**src/rtl/warp_rr_arbiter.sv**
```systemverilog
// Round-robin warp issue arbiter: valid/ready handshake with stall-stable grants
// and bounded grant locking. Optional priority masking under `WARP_ARB_PRIO_EN.
module warp_rr_arbiter #(
  parameter int NUM_REQ  = 4,  // NUM_WARPS_PER_SM
  parameter int MAX_HOLD = 4,
  parameter int IDX_W    = $clog2(NUM_REQ)
) (
  input  logic               clk,
  input  logic               reset,
  input  logic [NUM_REQ-1:0] request,
  input  logic [NUM_REQ-1:0] lock,
`ifdef WARP_ARB_PRIO_EN
  input  logic [NUM_REQ-1:0] prio,
`endif
  input  logic               grant_ready,
  output logic               grant_valid,
  output logic [NUM_REQ-1:0] grantOH,
  output logic [IDX_W-1:0]   grant_idx,
  output logic               locked
);

  localparam int HOLD_W = $clog2(MAX_HOLD + 1);
  localparam logic [HOLD_W-1:0] MAX_HOLD_C = HOLD_W'(MAX_HOLD);
  localparam logic [IDX_W:0]    NUM_REQ_C  = (IDX_W + 1)'(NUM_REQ);
  localparam logic [IDX_W-1:0]  LAST_RST_C = IDX_W'(NUM_REQ - 1);
  localparam bit                LOCK_EN    = (MAX_HOLD > 1);

  typedef enum logic [0:0] {
    ST_ARB    = 1'b0,
    ST_LOCKED = 1'b1
  } state_t;

  state_t              state_r;
  logic [IDX_W-1:0]    last_ptr_r;
  logic [IDX_W-1:0]    owner_r;
  logic [HOLD_W-1:0]   hold_cnt_r;
  logic                pend_valid_r;
  logic [IDX_W-1:0]    pend_idx_r;

  logic [NUM_REQ-1:0]  req_eff_s;
  logic [IDX_W:0]      cand_s;
  logic                rr_found_s;
  logic [IDX_W-1:0]    rr_idx_s;
  logic                pend_hit_s;
  logic                lock_hit_s;
  logic                sel_valid_s;
  logic [IDX_W-1:0]    sel_idx_s;
  logic                accept_s;
  logic                stall_s;
  logic [HOLD_W-1:0]   hold_inc_s;

  // Search mask: priority requesters win the round-robin when any are present.
  always_comb begin
    req_eff_s = request;
`ifdef WARP_ARB_PRIO_EN
    if ((request & prio) != {NUM_REQ{1'b0}}) begin
      req_eff_s = request & prio;
    end else begin
      req_eff_s = request;
    end
`endif
  end

  // Round-robin search starting just after last_ptr, wrapping, last_ptr checked last.
  always_comb begin
    rr_found_s = 1'b0;
    rr_idx_s   = {IDX_W{1'b0}};
    cand_s     = {(IDX_W + 1){1'b0}};
    for (int k = 1; k <= NUM_REQ; k++) begin
      cand_s     = {1'b0, last_ptr_r} + (IDX_W + 1)'(k);
      cand_s     = (cand_s >= NUM_REQ_C) ? (cand_s - NUM_REQ_C) : cand_s;
      rr_idx_s   = (!rr_found_s && req_eff_s[cand_s[IDX_W-1:0]]) ? cand_s[IDX_W-1:0] : rr_idx_s;
      rr_found_s = rr_found_s | req_eff_s[cand_s[IDX_W-1:0]];
    end
  end

  assign pend_hit_s = pend_valid_r & request[pend_idx_r];
  assign lock_hit_s = (state_r == ST_LOCKED) & request[owner_r];

  // Grant selection: stalled grant, then locked owner, then round-robin.
  always_comb begin
    sel_valid_s = 1'b0;
    sel_idx_s   = {IDX_W{1'b0}};
    if (pend_hit_s) begin
      sel_valid_s = 1'b1;
      sel_idx_s   = pend_idx_r;
    end else if (lock_hit_s) begin
      sel_valid_s = 1'b1;
      sel_idx_s   = owner_r;
    end else begin
      sel_valid_s = rr_found_s;
      sel_idx_s   = rr_found_s ? rr_idx_s : {IDX_W{1'b0}};
    end
  end

  assign grant_valid = ~reset & sel_valid_s;
  assign grant_idx   = grant_valid ? sel_idx_s : {IDX_W{1'b0}};
  assign grantOH     = {{(NUM_REQ - 1){1'b0}}, grant_valid} << grant_idx;
  assign locked      = ~reset & (state_r == ST_LOCKED);

  assign accept_s   = grant_valid & grant_ready;
  assign stall_s    = grant_valid & ~grant_ready;
  assign hold_inc_s = hold_cnt_r + HOLD_W'(1);

  // Arbitration state: round-robin pointer, stall memory and lock tracking.
  always_ff @(posedge clk) begin
    if (reset) begin
      state_r      <= ST_ARB;
      last_ptr_r   <= LAST_RST_C;
      owner_r      <= {IDX_W{1'b0}};
      hold_cnt_r   <= {HOLD_W{1'b0}};
      pend_valid_r <= 1'b0;
      pend_idx_r   <= {IDX_W{1'b0}};
    end else begin
      if (accept_s) begin
        last_ptr_r   <= grant_idx;
        pend_valid_r <= 1'b0;
      end else if (stall_s) begin
        pend_valid_r <= 1'b1;
        pend_idx_r   <= grant_idx;
      end else begin
        pend_valid_r <= 1'b0;
      end

      case (state_r)
        ST_ARB: begin
          if (LOCK_EN && accept_s && lock[grant_idx]) begin
            state_r    <= ST_LOCKED;
            owner_r    <= grant_idx;
            hold_cnt_r <= HOLD_W'(1);
          end else begin
            hold_cnt_r <= {HOLD_W{1'b0}};
          end
        end
        ST_LOCKED: begin
          // Owner dropping its request ends the burst at once.
          if (!request[owner_r]) begin
            state_r    <= ST_ARB;
            hold_cnt_r <= {HOLD_W{1'b0}};
          end else if (accept_s && (grant_idx == owner_r)) begin
            if ((hold_inc_s == MAX_HOLD_C) || !lock[owner_r]) begin
              state_r    <= ST_ARB;
              hold_cnt_r <= {HOLD_W{1'b0}};
            end else begin
              hold_cnt_r <= hold_inc_s;
            end
          end else begin
            hold_cnt_r <= hold_cnt_r;
          end
        end
        default: begin
          state_r    <= ST_ARB;
          hold_cnt_r <= {HOLD_W{1'b0}};
        end
      endcase
    end
  end

endmodule

```
**config.mk**
```make
export PLATFORM = sky130hd
export DESIGN_NAME = warp_rr_arbiter
export DESIGN_NICKNAME = d
export VERILOG_FILES = /design/src/rtl/warp_rr_arbiter.sv
export SDC_FILE = /design/constraint.sdc
export NUM_CORES = 1
export LEC_CHECK = 0
export BUFFER_PORTS_ARGS = -buffer_cell sky130_fd_sc_hd__buf_2
export CORE_MARGIN = 1
export CORE_UTILIZATION = 45
export CTS_CLUSTER_SIZE = 8
export DETAILED_ROUTE_END_ITERATION = 8
export GPL_TIMING_DRIVEN = 0
export HOLD_SLACK_MARGIN = 0.1
export PLACE_DENSITY = 0.65
export SLEW_MARGIN = 30
export SYNTH_ARGS = -nofsm -noshare
export SYNTH_HDL_FRONTEND = slang
export SYNTH_SLANG_ARGS = --single-unit
```
**constraint.sdc**
```tcl
create_clock -name clk -period 5.6 [get_ports clk]
set_input_delay 1.12 -clock clk [delete_from_list [all_inputs] [get_ports clk]]
set_output_delay 1.12 -clock clk [all_outputs]
set_load 0.1 [all_outputs]
```
==> impl_results.md <==
- Area of the multi-input gates: 744 sq um
- # port buffers: 16
- Count of placed standard cells in the final layout, fillers left out: 174
- Post-DP HPWL: roughly 1.8 mm
- Primary FF master, synth: dfxtp_1
- Pin count of the biggest net entering global routing: 11
- Layout cell share with drive strength beyond 1: 0.224
- Number of gates given a new drive strength after cts: 0
- Start-to-end type of the worst setup path: primary input to output port
- Final wirelength: 2.34 mm
- Post-route DRC: 0
- Final critical delay including setup and external delays: around 4.3 ns
- Overall die area: about 2400 sq um
- Leak Pwr: between 0.0005 and 0.0006 uW
- Share of the yosys chip area belonging to registers: 0.219
- Delay of the slowest cell on the worst path: 0.55 ns
- Average cell area after synthesis: around 7.9 sq um
- First-pass DRT Iterations: 4
- Initial antenna violation count: 0
- Total clock sinks: 11
- Portion of synthesized cell area occupied by the leading cell type: 0.219
- Clock slew at the register clock pins of the worst setup and hold paths: 0.08 ns
- Synthesized flop and latch total: 11
- Worst slew slack as a fraction of its limit: 0.595
- Worst Skew: 0.00459 ns
- # hold bufs at CTS: 0
- Final ANT Viol Nets: 0
- Effective utilization at floorplan: 0.493
- Dominant cell type by count on the critical path: buf_2
- Warning count from the yosys run: 0
- Clock latency at the later pin of the worst-skew pair: 0.27 ns
- Cell accounting for the most synthesized area: dfxtp_1
- Count of flip-flops with a built-in enable after synthesis: 0
- Outcome: completed
- Number of filler cells placed in the layout: between 200 and 250
- DR iter-0 viols: 14
- Number of distinct library cells after synthesis: between 40 and 50
- Nets@finish: 161
- TritonCTS clock tree: yes
- Endpoint class of the critical path: output port
- Aggregate negative setup slack: 0 ns
- GRT Util Overall: 0.208
- Number of instances on the worst hold path: 2
- Mapped Cells: 127
- Pwr/cell area: 260 nW/um^2
- Setup-failing EPs final: 0
- CP cell instances: buf_2, mux2_4, a22oi_1, o211a_1, o31ai_2, nand2_1, nor2_1, buf_2
- Unrepaired setup endpoints after global routing: false
- Worst vdd ir: 0.186 mV
- Routability Congestion: 0.815
- Number of violations of the max-capacitance limit: 0
- Internal power consumption: 157 uW
- Vias in the first global route: 883
- Core utilization of the finished layout: 0.562
- Count of buffers added by post-CTS timing repair for setup: 0
- Vias per cell: 5.73
- Via count: around 1000
- CP Launch Type: primary input
- Critical Path Source: request[1]
- Global-route wire length before repair: just under 4 mm
- CTS Root Cell: clkbuf_4
- Post-route fraction of the period consumed by the critical path: 0.766
- Worst r2r path cells: 6
- Cell type of the slowest stage on the worst timing path: o31ai_2
- Number of top-level design ports: 19
- Post-detailed-route wirelength per cell: 13.5 microns
- Instance count after placement with tap cells included: 170
- Standard-cell row count: 16
- Proportion of power drawn by the clock network: 0.189
- Num CTS Buffers: 3
- Worst Max-Slew Pin Slew: 0.604 ns
- Total chip power: 299 uW
- Switching power: 141 uW
- Data arrival, critical path: 3.17 ns
- Post-synth net total: 140
- Hold/Removal Path Class: flop to flop
- Area growth from synthesis to final layout: 13.9%
- Number of buffers between clock root and the deepest sink: 2
- Area occupied by registers: between 200 and 250 sq um
- Area contributors post-synth: dfxtp_1 (22%), nand2_1 (5.2%), nor2_1 (5.2%), mux2i_1 (5.0%), nor2b_1 (4.3%)
- Share of flip-flops with an asynchronous set or reset: 0
- Final max-slew violation count: 0
- Endpoint required time on the critical path: between 4 and 5 ns
- Height of the chip: 49.3 microns
- Maximum fanout along the worst path: 8
- Hold Path Origin: pend_idx_r[0]$_SDFFE_PP0P_
- Maximum achievable frequency: 233 MHz
- Worst Hold Slack: 0.527 ns
- Final Hold Violating Endpoints: 0
- Die Width: a little under 50 microns
- Net switching share of the total power: 0.474
- N_diodes: 0
- Combinational share of power: 0.498
- Area of the core: 2040 sq um
- Most used standard cells in the synthesized netlist: nand2_1 (14), nor2_1 (14), dfxtp_1 (11)
- Reg power frac: 0.312
- Residual overflow from global routing: 0
- CTS H-tree lvls: 1
- Reg2Reg Launch Point: pend_idx_r[1]$_SDFFE_PP0P_
- Post-synthesis instance area: ~1000 sq um
worst paths after layout:
| kind | to | slack (ns) |
|---|---|---|
| worst min-delay path | pend_idx_r[0]$_SDFFE_PP0P_ | 0.53 |
| worst min register to register | pend_idx_r[0]$_SDFFE_PP0P_ | 0.53 |
| worst max-delay path | grantOH[2] | 1.31 |
| worst max register to register | owner_r[1]$_SDFFE_PP0P_ | 3.08 |
critical path, delay by kind of cell:
family | cells | cell delay [ns]
AOI/OAI and AO/OA | 3 | 0.96
buffers and inverters | 2 | 0.59
muxes | 1 | 0.18
and+or+nand+nor | 2 | 0.30
cell type report:
class / count / share of cell area
buffer: 4 / 0.0207
clock buffer: 4 / 0.0229
inverter: 5 / 0.0164
multi-input combinational: 107 / 0.649
sequential: 11 / 0.192
tap: 27 / 0.0294
timing repair buffer: 16 / 0.0698
layer usage:
metal / GRT usage / share of wire
met5: 0 / 0
met1: 0.270 / 0.46
met3: 0.0187 / 0.041
met4: 0.0735 / 0.013
met2: 0.354 / 0.48
flip-flops by register name, indices dropped and copies added (netlist names):
name,cells
hold_cnt_r,3
last_ptr_r,2
owner_r,2
pend_idx_r,2
pend_valid_r,1
state_r,1
through the flow:
step | instance area, sq um | worst slack (ns)
finish | 1150 | 1.31
detailed placement | 1120 | 1.30
global placement | 1120 | 1.34
global route | 1150 | 1.10
floorplan | 1010 | 0.132
CTS | 1150 | 1.30
power groups by stage:
stage / registers (uW) / logic, uW / clock network [uW]
2_1_floorplan: 92.4 / 123 / 0
3_3_place_gp: 94.6 / 146 / 0
3_5_place_dp: 94.9 / 149 / 0
4_1_cts: 93.0 / 149 / 55.4
5_1_grt: 94.0 / 160 / 60.0
6_report: 93.3 / 149 / 56.5
cell families after synthesis:
kind of cell	synth area share
simple gates	0.306
compound gates	0.265
mux	0.135
flops	0.219
buf+inv	0.0422
fa+ha+maj	0.0248
xor+xnor	0.00870
placed cells by master (no fill, tap or decap), types with 2 or more instances in the layout:
master,n
mux2_2,2
mux2_4,2
o211ai_1,2
o2111ai_1,2
mux2i_1,5
clkbuf_4,3
o21ai_0,8
and2_1,6
nor3_1,2
dfxtp_1,11
nor2b_1,7
nand2b_1,5
ha_1,2
nor2_1,14
and3_1,2
buf_2,17
a21o_1,4
clkbuf_1,3
a221o_1,2
nor3b_1,3
nand2_1,14
inv_1,5
or2_2,2
(Power assumes the default switching activity.)
